==> src/rtl/cmd_status_tracker.sv <==
// Command/status tracker: buffers upstream commands in a FIFO, issues them to
// a bus with a cap on commands in flight, and pairs each returned bus status
// with the ID of the oldest issued command before presenting it upstream.
module cmd_status_tracker #(
    parameter int DEPTH           = 4,
    parameter int MAX_OUTSTANDING = 4,
    parameter int ID_WIDTH        = 4,
    parameter int CNT_WIDTH       = 8,
    localparam int OUT_W          = $clog2(MAX_OUTSTANDING + 1)
) (
    input  logic                 i_clk,
    input  logic                 i_rst,
    input  logic                 i_command_valid,
    output logic                 o_command_ready,
    input  logic                 i_command,
    input  logic [ID_WIDTH-1:0]  i_command_id,
    output logic                 o_bus_command_valid,
    input  logic                 i_bus_command_ready,
    output logic                 o_bus_command,
    output logic [ID_WIDTH-1:0]  o_bus_command_id,
    input  logic                 i_bus_status_valid,
    output logic                 o_bus_status_ready,
    input  logic                 i_bus_status,
    output logic                 o_status_valid,
    input  logic                 i_status_ready,
    output logic                 o_status,
    output logic [ID_WIDTH-1:0]  o_status_id,
    output logic [OUT_W-1:0]     o_outstanding,
    output logic [CNT_WIDTH-1:0] o_error_count,
    output logic                 o_unexpected_status
);

    localparam int AW = $clog2(DEPTH);
    localparam int QW = (MAX_OUTSTANDING > 1) ? $clog2(MAX_OUTSTANDING) : 1;

    // ------------------------------------------------------------------
    // Command FIFO (entry = {command, id}); pointers carry a wrap bit.
    // ------------------------------------------------------------------
    logic [ID_WIDTH:0] fifo_mem [DEPTH];
    logic [AW:0]       fifo_wr_reg;
    logic [AW:0]       fifo_rd_reg;
    logic              fifo_full;
    logic              fifo_empty;
    logic              cmd_push;
    logic              bus_issue;

    assign fifo_empty = (fifo_wr_reg == fifo_rd_reg);
    assign fifo_full  = (fifo_wr_reg[AW] != fifo_rd_reg[AW]) &&
                        (fifo_wr_reg[AW-1:0] == fifo_rd_reg[AW-1:0]);

    assign o_command_ready = !fifo_full;
    assign cmd_push        = i_command_valid && !fifo_full;

    // Head of FIFO drives the bus payload directly; a freshly written entry is
    // only visible once the write pointer has moved, so there is no bypass.
    assign {o_bus_command, o_bus_command_id} = fifo_mem[fifo_rd_reg[AW-1:0]];

    // FIFO storage write (data path, no reset needed)
    always_ff @(posedge i_clk) begin
        if (cmd_push) begin
            fifo_mem[fifo_wr_reg[AW-1:0]] <= {i_command, i_command_id};
        end
    end

    // FIFO pointer update
    always_ff @(posedge i_clk) begin
        if (i_rst) begin
            fifo_wr_reg <= '0;
            fifo_rd_reg <= '0;
        end else begin
            if (cmd_push) begin
                fifo_wr_reg <= fifo_wr_reg + (AW + 1)'(1);
            end
            if (bus_issue) begin
                fifo_rd_reg <= fifo_rd_reg + (AW + 1)'(1);
            end
        end
    end

    // ------------------------------------------------------------------
    // In-order ID queue of issued commands. MAX_OUTSTANDING need not be a
    // power of two, so the index wraps explicitly and toggles the wrap bit.
    // ------------------------------------------------------------------
    logic [QW:0]         id_wr_reg;
    logic [QW:0]         id_rd_reg;
    logic                id_full;
    logic                id_empty;
    logic                bus_done;
    logic [ID_WIDTH-1:0] id_slots [MAX_OUTSTANDING];

    function automatic logic [QW:0] qptr_next(input logic [QW:0] p);
        if (p[QW-1:0] == QW'(MAX_OUTSTANDING - 1)) begin
            qptr_next = {~p[QW], {QW{1'b0}}};
        end else begin
            qptr_next = p + (QW + 1)'(1);
        end
    endfunction

    assign id_empty = (id_wr_reg == id_rd_reg);
    assign id_full  = (id_wr_reg[QW] != id_rd_reg[QW]) &&
                      (id_wr_reg[QW-1:0] == id_rd_reg[QW-1:0]);

    assign o_bus_command_valid = !fifo_empty && !id_full;
    assign bus_issue           = o_bus_command_valid && i_bus_command_ready;

    assign o_bus_status_ready  = !id_empty && (!o_status_valid || i_status_ready);
    assign bus_done            = i_bus_status_valid && o_bus_status_ready;

    // One register per ID slot; each captures the issued ID when it is the write target
    for (genvar gi = 0; gi < MAX_OUTSTANDING; gi++) begin : g_id_slot
        logic [ID_WIDTH-1:0] slot_reg;
        always_ff @(posedge i_clk) begin
            if (bus_issue && (id_wr_reg[QW-1:0] == QW'(gi))) begin
                slot_reg <= o_bus_command_id;
            end
        end
        assign id_slots[gi] = slot_reg;
    end

    // ID queue pointer update
    always_ff @(posedge i_clk) begin
        if (i_rst) begin
            id_wr_reg <= '0;
            id_rd_reg <= '0;
        end else begin
            if (bus_issue) begin
                id_wr_reg <= qptr_next(id_wr_reg);
            end
            if (bus_done) begin
                id_rd_reg <= qptr_next(id_rd_reg);
            end
        end
    end

    // Outstanding count: issue and completion in the same cycle cancel out
    always_ff @(posedge i_clk) begin
        if (i_rst) begin
            o_outstanding <= '0;
        end else begin
            case ({bus_issue, bus_done})
                2'b10:   o_outstanding <= o_outstanding + OUT_W'(1);
                2'b01:   o_outstanding <= o_outstanding - OUT_W'(1);
                default: o_outstanding <= o_outstanding;
            endcase
        end
    end

    // Upstream status register: load on bus completion, clear once taken
    always_ff @(posedge i_clk) begin
        if (i_rst) begin
            o_status_valid <= 1'b0;
            o_status       <= 1'b0;
            o_status_id    <= '0;
        end else if (bus_done) begin
            o_status_valid <= 1'b1;
            o_status       <= i_bus_status;
            o_status_id    <= id_slots[id_rd_reg[QW-1:0]];
        end else if (i_status_ready) begin
            o_status_valid <= 1'b0;
        end
    end

    // Saturating ERROR counter and sticky unexpected-status flag
    always_ff @(posedge i_clk) begin
        if (i_rst) begin
            o_error_count       <= '0;
            o_unexpected_status <= 1'b0;
        end else begin
            if (bus_done && i_bus_status && (o_error_count != '1)) begin
                o_error_count <= o_error_count + CNT_WIDTH'(1);
            end
            if (i_bus_status_valid && id_empty) begin
                o_unexpected_status <= 1'b1;
            end
        end
    end

endmodule

==> config.mk <==
export PLATFORM = sky130hd
export DESIGN_NAME = cmd_status_tracker
export DESIGN_NICKNAME = d
export VERILOG_FILES = /design/src/rtl/cmd_status_tracker.sv
export SDC_FILE = /design/constraint.sdc
export NUM_CORES = 1
export LEC_CHECK = 0
export CORE_ASPECT_RATIO = 0.6
export CORE_UTILIZATION = 30
export DETAILED_ROUTE_END_ITERATION = 10
export GPL_ROUTABILITY_DRIVEN = 1
export GPL_TIMING_DRIVEN = 0
export PLACE_DENSITY = 0.44
export SLEW_MARGIN = 20
export SYNTH_ARGS = -nofsm -noshare
export SYNTH_HDL_FRONTEND = slang
export SYNTH_SLANG_ARGS = --single-unit
==> constraint.sdc <==
create_clock -name i_clk -period 2.72 [get_ports i_clk]
set_input_delay 0.544 -clock i_clk [delete_from_list [all_inputs] [get_ports i_clk]]
set_output_delay 0.544 -clock i_clk [all_outputs]
set_load 0.02 [all_outputs]
==> Word level (Yosys, flattened, before mapping) <==
Memories as Yosys holds them, arrays and structs flattened. A register that Yosys moved wholly into a read port is not among the register bits.
Index checks and enable logic that the tools add are counted.
W data, S select, Z words.
{ "totals": {"ramBits": 20, "mem_count": 1, "out_inout_bits": 26, "inputBits": 12, "elab_cells": 74, "ff_bits": 46} }
{ "mem_list": {"columns": ["memory", "words", "width", "read_ports", "rd_clocked_by_memory_dff", "write_ports", "line_no", "text"], "rows": [
  ["fifo_mem", 4, 5, 1, 1, 1, "39", "logic [ID_WIDTH:0] fifo_mem [DEPTH];"]
]} }
{ "op_classes": {"magnitude_cmp": 1, "n_addsub": 7, "reduce_logical": 23, "bitwise_logic": 3, "n_eq_ne": 13, "muxes": 12} }
{ "op_table": {"columns": ["op", "count"], "rows": [
  ["$add A3 B1 Y3 const B", 5],
  ["$logic_and A1 B1 Y1", 14],
  ["$add A8 B1 Y8 const B", 1],
  ["$bmux W4 S2", 1],
  ["$eq A2 B2 Y1 const B", 4],
  ["$mux W4", 2],
  ["$ne A8 B8 Y1 const B", 1],
  ["$eq A3 B3 Y1", 2],
  ["$mux W3", 2],
  ["$pmux W3 S2", 1],
  ["$logic_not A1 Y1", 5],
  ["$eq A2 B1 Y1 const B", 2],
  ["$eq A2 B2 Y1", 2],
  ["$mux W1", 4],
  ["$mux W2", 2],
  ["$reduce_bool A2 Y1", 2],
  ["$ge A3 B3 Y1 const B", 1],
  ["$not A2 Y3", 1],
  ["$sub A3 B1 Y3 const B", 1],
  ["$logic_not A2 Y1", 1],
  ["$ne A1 B1 Y1", 2],
  ["$not A1 Y1", 2],
  ["$logic_or A1 B1 Y1", 1]
]} }

==> Logic depth before layout (Yosys ltp) <==
Gate-level depths: netlist (run 1).
{ "depth": {"depth_word": 7, "mapped_depth": 10, "depth_no_buf": 8} }

==> Least setup slack after synthesis (run 1) <==
No wires, ideal clock.
{ "synth_path": {"path_kind": "flip-flop to flip-flop", "startpoint": "register id_rd_reg[1]", "endpoint": "register o_outstanding[2]", "path_slack_ns": 0.617, "setup_time_ns": 0.140, "period_less_slack_ns": 2.103, "t_arrival_ns": 1.963, "path_stages_with_launch": 10, "n_path_buf": 2, "path_cell_list": "dfxtp_1 > buf_6 > xor2_2 > o311ai_4 > buf_6 > a31oi_4 > fa_1 > a31oi_1 > mux2i_1 > o311ai_0"} }
{ "synth_between": {"elab_chain_len": 7} }
{ "synth_lines": {"columns": ["element", "line_no", "text"], "rows": [
  ["start: declaration", "85", "logic [QW:0] id_rd_reg;"],
  ["start signal: assignment", "130", "id_rd_reg <= qptr_next(id_rd_reg);"],
  ["$eq A2 B2 Y1", "101", "(id_wr_reg[QW-1:0] == id_rd_reg[QW-1:0]);"],
  ["$logic_and A1 B1 Y1", "100", "assign id_full = (id_wr_reg[QW] != id_rd_reg[QW]) &&"],
  ["$logic_not A1 Y1", "103", "assign o_bus_command_valid = !fifo_empty && !id_full;"],
  ["$logic_and A1 B1 Y1", "103", null],
  ["$logic_and A1 B1 Y1", "104", "assign bus_issue = o_bus_command_valid && i_bus_command_ready;"],
  ["$eq A2 B1 Y1 / $eq A2 B2 Y1 (equally long branches)", "140", "case ({bus_issue, bus_done})"],
  ["$pmux W3 S2 / $reduce_bool A2 Y1 (equally long branches)", null, null],
  ["end signal: assignment", "141", "2'b10: o_outstanding <= o_outstanding + OUT_W'(1);"],
  ["end signal: assignment", "142", "2'b01: o_outstanding <= o_outstanding - OUT_W'(1);"],
  ["end signal: assignment", "143", "default: o_outstanding <= o_outstanding;"],
  ["end: declaration", "28", "output logic [OUT_W-1:0] o_outstanding,"]
]} }
Parallel ways exist; a longest one is shown, timed or not.
A chain may end at the register's enable or synchronous reset.

==> Final worst setup path (run 1) <==
{ "layout_path": {"startpoint": "input port i_status_ready", "endpoint": "output port o_bus_status_ready"} }
{ "layout_between": {"elab_chain_len": 2} }
{ "layout_lines": {"columns": ["element", "line_no", "text"], "rows": [
  ["start: declaration", "25", "input logic i_status_ready,"],
  ["$logic_or A1 B1 Y1", "106", "assign o_bus_status_ready = !id_empty && (!o_status_valid || i_status_ready);"],
  ["$logic_and A1 B1 Y1", "106", null],
  ["end: declaration", "22", "output logic o_bus_status_ready,"]
]} }
No other way between the ends.

==> results_dict.tcl, run 1 <==
set metrics [dict create \
    hold_path_class "reg -> reg" \
    hold_end "o_status_id[0]$_SDFFE_PP0P_" \
    finClkSkew_ns 0.00533 \
    yosysWarnings 0 \
    syn_to_final_growth_pct 27.1 \
    postCtsSetupBuffers 0 \
    die_w_um 131 \
    grt_start_max_net_pins 12 \
    grt.busiest_layer "met1" \
    crit_chain "clkdlybuf4s50_1 -> nand2b_1 -> nor2b_1 -> clkdlybuf4s50_1" \
    layout.nets 307 \
    ff2ff_path_depth 9 \
    maxCapViolCount 0 \
    netlist_instances 237 \
    antenna_found_initial 0 \
    port_buffers 36 \
    dr.pass1.iters 4 \
    wire_per_inst_um 14.5 \
    routed_wirelength_mm 6.08 \
    dr_total_vias 1879 \
    drive_gt1_share_pct 13.2 \
    drv_slew 0 \
    drc 0 \
    use_met3_pct 4.83 \
    p_leak_nw 1.32 \
    synth_edf_count 36 \
    dieArea_um2 10400 \
    slowest_delay_ns 0.61 \
    cp_top_family "buffers and inverters" \
    fmax_mhz 388 \
    yosysUniqueCellTypes 39 \
    cts_root_buf "clkbuf_16" \
    critPathLaunch "i_status_ready" \
    numCtsBuffers 9 \
    startpoint_type "primary input" \
    criticalPathCategory "in -> out" \
    grtUsageMet2_pct 18.0 \
    cts_max_level 3 \
    via_per_inst 4.50 \
    clkTransAtPathRegs_ns 0.05 \
    cts.sinks 68 \
    fillCellCount 883 \
    pre_cts_slack_ns -0.00819 \
    grt_pass1_vias 1860 \
    hold_viol_final 0 \
    overflow 0 \
    dieHeight_um 79.4 \
    cts_max_path_buffers 2 \
    cp.required_ns 2.18 \
    grt_usage_pct 13.7 \
    rsz0062_at_grt "false" \
    power_density_nw_per_um2 843 \
    setup_ws_ns 0.143 \
    utilization_pct 40.4 \
    status "complete, no violations" \
    hold_buffers 0 \
    cts_tree "done" \
    core-area_um2 9430 \
    io_pins 38 \
    largest_reg_flops 20 \
    rrSetupSlack_ns 0.33 \
    num_rows 27 \
    drtIter0Drc 111 \
    slew_headroom_pct 60.7 \
    synth_area_per_cell_um2 12.6 \
    use_met1_pct 20.1 \
    multi_input_area_um2 1190 \
    min_path_cells 2 \
    syn_area_um2 3000 \
    period_share_pct 94.8 \
    p_total_mw 3.21 \
    worst_pin_slew_ns 0.590 \
    synth_seq_cells 68 \
    cp-end-kind "output pin" \
    crit_slowest_cell "clkdlybuf4s50_1" \
    fin_crit_ns 2.58 \
    insertion_delay_ns 0.33 \
    critical_path_arrival_ns 2.03 \
    ant_nets 0 \
    grt_pass1_wl_mm 10.1 \
    synthesis.nets 261 \
    seqCellArea_um2 1720 \
    crit_buf_inv 2 \
    worstPathMaxFanout 4 \
    path_common_cell "clkdlybuf4s50_1" \
    dp_hpwl_mm 4.46 \
    holdCritStartpoint "o_status_id[0]$_SDFFE_PP0P_" \
    finalSetupViolCount 0 \
    vdd_drop_max_mv 0.371 \
    start_util_pct 31.8 \
    yosys_most_used_dff "edfxtp_1" \
    synthArstFlopShare_pct 0 \
    place.gp.congestion 0.690 \
    rr_startpoint "id_rd_reg[1]$_SDFFE_PP0P_" \
    synth-seq-area-share_pct 57.4 \
    reg2reg_to "o_outstanding[2]$_SDFFE_PP0P_" \
    antennaDiodeCount 0 \
]
## how the worst max path moves through the flow
| stage | end | slack (ns) | cells past startpoint |
|---|---|---|---|
| 3_5_place_dp | o_outstanding[2]$_SDFFE_PP0P_ | -0.008 | 9 |
| 6_report | o_bus_status_ready | 0.14 | 4 |
| 3_3_place_gp | o_outstanding[2]$_SDFFE_PP0P_ | -0.00007 | 9 |
| 5_1_grt | o_bus_status_ready | 0.04 | 4 |
| 4_1_cts | o_bus_command_id[0] | 0.05 | 2 |
| 2_1_floorplan | o_outstanding[2]$_SDFFE_PP0P_ | 0.62 | 9 |
## what timing repair did
item | in CTS | in global routing
gates cloned | 0 | 0
resized for setup | 0 | 2
endpoints found under the setup margin | 4 | 4
## per-layer routing
metal  wire length [um]  vias up
met5                  0        -
met4                 96        0
met3                268       10
li1                   -      938
met2               2340       36
met1               3370      895
## through the flow
step	TNS (ns)	hold WS [ns]	area, um^2	instances
2_1_floorplan	0	0.487	3000	237
3_3_place_gp	-0.0000728	0.443	3520	403
3_5_place_dp	-0.00819	0.450	3520	403
4_1_cts	0	0.458	3800	418
5_1_grt	0	0.467	3810	418
6_report	0	0.454	3810	418
## cells in the mapped netlist, types with 5 or more instances
library cell / count / share of area, %
a21oi_1: 11 / 1.8
and2_1: 8 / 1.7
clkbuf_1: 5 / 0.63
dfxtp_1: 32 / 21
edfxtp_1: 36 / 36
ha_1: 11 / 4.6
inv_1: 7 / 0.88
mux2i_1: 5 / 1.7
mux4_2: 9 / 6.8
nand2_1: 17 / 2.1
nand3_1: 5 / 0.83
nor2_1: 25 / 3.1
nor3_1: 10 / 1.7
xnor2_1: 13 / 3.8
## cell families (layout without fill, tap and decap cells)
| group | count (synthesis) | after routing | synth area share [%] |
|---|---|---|---|
| mux | 14 | 14 | 8.43 |
| xor+xnor | 19 | 19 | 6.05 |
| compound gates | 23 | 23 | 5.76 |
| fa+ha+maj | 12 | 12 | 5.26 |
| flops | 68 | 68 | 57.4 |
| buf+inv | 18 | 69 | 3.13 |
| simple gates | 83 | 83 | 13.9 |
## cells in the final DEF, fill, tap and decap left out, drive strengths merged, types with 2 or more instances in the layout
master          n
o21ai           4
ha             11
edfxtp         36
nand3           6
nor2           25
clkdlybuf4s50  36
a21oi          12
nand2          17
clkbuf         15
nand2b          4
a31oi           3
o311ai          2
clkinv          3
mux4            9
dfxtp          32
inv             7
nand4           3
and3            2
xnor2          13
xor2            6
mux2i           5
and2            8
nor3           10
and4            2
buf             6
## worst reg2reg max path, stage by stage, from the launching register on
cell,delay (ns)
dfxtp_1,0.31
buf_6,0.14
xor2_2,0.20
o311ai_4,0.34
buf_6,0.21
a31oi_4,0.06
fa_1,0.43
a31oi_1,0.21
mux2i_1,0.22
o311ai_0,0.13
## where the power goes
part           total (mW)  leakage, nW  switching, mW  internal [mW]
registers            1.29        0.589         0.0846           1.20
logic               0.806        0.587          0.433          0.373
clock network        1.12        0.139          0.413          0.704
total                3.21         1.32          0.930           2.28
## final cells by class
type | instances | share of cell area, %
Buffer | 10 | 1.67
Clock buffer | 11 | 6.11
Clock inverter | 5 | 1.38
Inverter | 7 | 0.689
Multi-Input combinational cell | 151 | 31.2
Sequential cell | 68 | 45.2
Tap cell | 130 | 4.27
Timing Repair Buffer | 36 | 9.46
No activity file was read; power rests on OpenSTA's default activity.
==> inputs of run 2 (changes only) <==
Settings changed: CORE_ASPECT_RATIO 0.6 to unset, CORE_MARGIN set to 1.
==> results_dict.tcl, run 2 (same netlist as run 1, synthesis figures left out) <==
set metrics [dict create \
    routed_wirelength_mm 5.77 \
    fin_setup_tns_ns 0 \
    switching_share_pct 30.9 \
    hold_viol_final 0 \
    reg2reg_to "o_outstanding[2]$_SDFFE_PP0P_" \
    vdd_drop_max_mv 0.247 \
    cts_tree "done" \
    num_rows 36 \
    hold_buffers 0 \
    grt_pass1_vias 1821 \
    cts_root_buf "clkbuf_8" \
    status "complete, no violations" \
    p_sw_mw 0.906 \
    holdCritStartpoint "o_status_id[3]$_SDFFE_PP0P_" \
    grt_start_max_net_pins 13 \
    seqPwrFrac_pct 43.8 \
    maxCapViolCount 0 \
    grt_pass1_wl_mm 9.36 \
    critical_path_arrival_ns 1.98 \
    critPathLaunch "fifo_rd_reg[2]$_SDFFE_PP0P_" \
    endpoint "o_bus_command_valid" \
    cp-end-kind "output pin" \
    dp_hpwl_mm 4.08 \
    hold_path_class "reg -> reg" \
    min_path_cells 2 \
    dieHeight_um 102 \
    drtIter0Drc 53 \
    multi_input_area_um2 1190 \
    drc 0 \
    core-area_um2 9730 \
    period_share_pct 92.7 \
    antenna_found_initial 0 \
    io_pins 38 \
    die_w_um 102 \
    ff2ff_path_depth 9 \
    seqCellArea_um2 1720 \
    finClkSkew_ns 0.0144 \
    layout.nets 307 \
    rr_startpoint "id_rd_reg[1]$_SDFFE_PP0P_" \
    finalNonFillerCells 421 \
    p_leak_nw 1.27 \
    p_clk_share_pct 29.0 \
    drv_slew 0 \
    largest_reg_flops 20 \
    port_buffers 36 \
    syn_to_final_growth_pct 24.5 \
    overflow 0 \
    cts_max_level 3 \
    dr_total_vias 1842 \
    fin_crit_ns 2.52 \
    final_cell_mix "36 x edfxtp_1, 36 x clkdlybuf4s50_1, 31 x dfxtp_1" \
    cts_resized 0 \
    placed_cells 406 \
    dr.pass1.iters 4 \
    worstPathMaxFanout 4 \
    cp.required_ns 2.18 \
    wire_per_inst_um 13.7 \
    via_per_inst 4.38 \
    ant_nets 0 \
    numCtsBuffers 9 \
    rsz0062_at_grt "false" \
    cts_max_path_buffers 2 \
    place.gp.congestion 0.706 \
    finalSetupViolCount 0 \
    fillCellCount 967 \
    dieArea_um2 10400 \
    worst_pin_slew_ns 0.562 \
    cts.sinks 68 \
    criticalPathCategory "reg -> out" \
    power_density_nw_per_um2 785 \
    clkTransAtPathRegs_ns 0.07 \
    grt_usage_pct 12.2 \
    insertion_delay_ns 0.34 \
    p_int_mw 2.02 \
    start_util_pct 30.8 \
    startpoint_type "register" \
    antennaDiodeCount 0 \
    slew_headroom_pct 62.5 \
    fmax_mhz 397 \
    postCtsSetupBuffers 0 \
    rrSetupSlack_ns 0.43 \
    drive_gt1_share_pct 13.5 \
    combPwrFrac_pct 27.2 \
]
==> run 2: changes by cell type in the layout (fill, tap and decap cells not counted), sizes merged <==
cell | before | now
clkinv | 3 | 1
clkinvlp | 1 | 3
==> run 2: area by class of cell <==
cell class              instances  share of cell area [%]
flip-flops and latches         68                    46.2
repair buffers                 36                    9.65
well taps                     133                    4.46
clock buffers                  11                    3.79
inverters                       7                   0.704
plain buffers                  10                    1.71
clock inverters                 5                    1.64
multi-input cells             151                    31.9
==> run 2: power groups by stage <==
stage / Sequential [mW] / Combinational (mW) / Clock, mW
final: 1.28 / 0.796 / 0.849
after global routing: 1.31 / 0.877 / 0.914
after CTS: 1.29 / 0.807 / 0.875
after detailed placement: 1.30 / 0.819 / 0
after global placement: 1.30 / 0.817 / 0
after floorplan: 1.33 / 0.492 / 0
==> run 2: routing by layer <==
metal  GRT usage (%)  part of all wire [%]  vias to the layer above
li1                -                     -                      935
met1            16.8                    50                      867
met2            18.2                    46                       31
met3            2.74                   2.9                        9
met4            5.93                   1.5                        0
met5               0                     0                        -
==> run 2: metrics by stage <==
stage / worst slack, ns / power (mW) / util, % / area [um^2] / hold WS (ns)
after floorplan: 0.617 / 1.82 / - / 3000 / 0.487
after global placement: 0.0953 / 2.11 / 36.2 / 3520 / 0.446
after detailed placement: 0.0956 / 2.12 / 36.2 / 3520 / 0.449
after CTS: 0.0492 / 2.97 / 38.3 / 3720 / 0.459
after global routing: 0.0296 / 3.10 / 38.4 / 3730 / 0.477
final: 0.200 / 2.93 / 38.4 / 3730 / 0.454
==> run 2: worst min-delay path by stage <==
stage and end:
6_report o_status_id[3]$_SDFFE_PP0P_, 5_1_grt o_status_id[3]$_SDFFE_PP0P_, 4_1_cts o_status_id[2]$_SDFFE_PP0P_, 3_5_place_dp o_status_id[2]$_SDFFE_PP0P_
3_3_place_gp o_status_id[3]$_SDFFE_PP0P_, 2_1_floorplan id_wr_reg[2]$_SDFFE_PP0P_
==> run 2: worst max-delay path, cell delays in order, from the launching register on <==
cell	delay, ns
dfxtp_1	0.37
xor2_1	0.25
and3b_1	0.26
nor2_1	0.15
clkdlybuf4s50_1	0.62
==> inputs of run 3 (changes only) <==
Settings changed: CORE_UTILIZATION 30 to 50, PLACE_DENSITY 0.44 to 0.69.
Clock period 2.72 ns to 3 ns, I/O delays scaled along.
==> results_dict.tcl, run 3 (same netlist as run 1, synthesis figures left out) <==
set metrics [dict create \
    status "complete, no violations" \
    slew_headroom_pct 62.5 \
    fillCellCount 438 \
    fin_setup_tns_ns 0 \
    highest-signal-layer "met4" \
    p_clk_share_pct 32.5 \
    antennaDiodeCount 0 \
    crit_slowest_cell "mux4_2" \
    worstPathMaxFanout 5 \
    grt_usage_pct 18.5 \
    die_w_um 79.4 \
    period_share_pct 92.8 \
    ant_nets 0 \
    via_per_inst 5.06 \
    p_int_mw 1.98 \
    slowest_delay_ns 0.63 \
    hold_path_class "reg -> reg" \
    seqPwrFrac_pct 41.5 \
    final_cell_mix "36 x edfxtp_1, 36 x clkdlybuf4s50_1, 32 x dfxtp_1" \
    criticalPathCategory "reg -> out" \
    power_density_nw_per_um2 753 \
    largest_reg_flops 20 \
    num_rows 27 \
    numCtsBuffers 9 \
    cts_max_level 3 \
    drc 0 \
    cts.sinks 68 \
    grt_pass1_vias 1736 \
    routed_wirelength_mm 5.04 \
    dieArea_um2 6310 \
    seqCellArea_um2 1720 \
    place.gp.congestion 0.727 \
    hold_buffers 0 \
    drive_gt1_share_pct 12.8 \
    dieHeight_um 79.4 \
    p_sw_mw 0.799 \
    critical_path_arrival_ns 2.18 \
    layout.nets 308 \
    worst_pin_slew_ns 0.562 \
    crit_chain "clkbuf_1 -> mux4_2 -> clkdlybuf4s50_1" \
    grt_start_max_net_pins 13 \
    maxCapViolCount 0 \
    cts_root_buf "clkbuf_8" \
    dr.pass1.iters 4 \
    cts_resized 0 \
    antenna_found_initial 0 \
    wl_met1_mm 2.59 \
    overflow 0 \
    vdd_drop_max_mv 0.386 \
    finalSetupViolCount 0 \
    cp.required_ns 2.40 \
    multi_input_area_um2 1180 \
    rsz0062_at_grt "false" \
    clkTransAtPathRegs_ns 0.07 \
    p_leak_nw 1.30 \
    wl_met2_mm 2.21 \
    wl_met3_um 145 \
    insertion_delay_ns 0.34 \
    core-area_um2 5640 \
    fmax_mhz 359 \
    startpoint_type "register" \
    drtIter0Drc 65 \
    io_pins 38 \
    cp-end-kind "output pin" \
    switching_share_pct 28.8 \
    cts_max_path_buffers 2 \
    wire_per_inst_um 14.0 \
    start_util_pct 53.1 \
    drv_slew 0 \
    dr_total_vias 1827 \
    combPwrFrac_pct 26.0 \
    dp_hpwl_mm 3.62 \
    fin_crit_ns 2.78 \
    syn_to_final_growth_pct 23.0 \
    port_buffers 36 \
    finClkSkew_ns 0.00426 \
    grt_pass1_wl_mm 8.49 \
    postCtsSetupBuffers 0 \
    p_total_mw 2.78 \
    cts_tree "done" \
    hold_viol_final 0 \
]
## run 3: changes by cell type in the layout (fill, tap and decap cells not counted), sizes merged
| cell | previous run | this run |
|---|---|---|
| clkinvlp | 3 | 0 |
| bufinv | 1 | 3 |
| clkinv | 1 | 3 |
## run 3: path summary, 6_finish.rpt
kind | from | depth (start not counted) | slack [ns] | end
max | register | 3 | 0.22 | o_bus_command_id[1]
min | o_status_id[2]$_SDFFE_PP0P_ | 2 | 0.46 | o_status_id[2]$_SDFFE_PP0P_
max reg2reg | id_rd_reg[1]$_SDFFE_PP0P_ | 9 | 0.66 | o_outstanding[2]$_SDFFE_PP0P_
min reg2reg | o_status_id[2]$_SDFFE_PP0P_ | 2 | 0.46 | o_status_id[2]$_SDFFE_PP0P_
## run 3: cell type report
class	instances	area share [%]
Multi-Input combinational cell	151	32.1
Timing Repair Buffer	36	9.77
Sequential cell	68	46.7
Clock inverter	6	3.05
Inverter	7	0.712
Clock buffer	10	3.46
Tap cell	72	2.44
Buffer	11	1.83
## run 3: critical path: cells and delay by family (launching register included)
family	cells	cell delay (ns)
multiplexers	1	0.63
buffers and inverters	2	0.91
flip-flops	1	0.31
## run 3: layer usage
metal,GRT usage (%),vias up
li1,-,942
met1,25.9,849
met2,26.5,29
met3,4.46,7
met4,9.82,0
met5,0,-
## run 3: power groups by stage
| stage | combinational [mW] | sequential, mW | clock [mW] |
|---|---|---|---|
| floorplan | 0.446 | 1.21 | 0 |
| finish | 0.722 | 1.15 | 0.904 |
| CTS | 0.731 | 1.15 | 0.918 |
| global placement | 0.716 | 1.17 | 0 |
| detailed placement | 0.729 | 1.17 | 0 |
| global route | 0.793 | 1.17 | 0.963 |
## run 3: per-stage QoR
step / hold slack [ns] / cells / setup WS (ns) / utilization [%] / instance area [um^2]
finish: 0.458 / 361 / 0.217 / 65.4 / 3690
floorplan: 0.487 / 237 / 0.895 / - / 3000
detailed placement: 0.450 / 345 / 0.294 / 61.1 / 3450
CTS: 0.460 / 361 / 0.162 / 65.4 / 3690
global route: 0.470 / 361 / 0.0928 / 65.4 / 3690
global placement: 0.441 / 345 / 0.352 / 61.1 / 3450
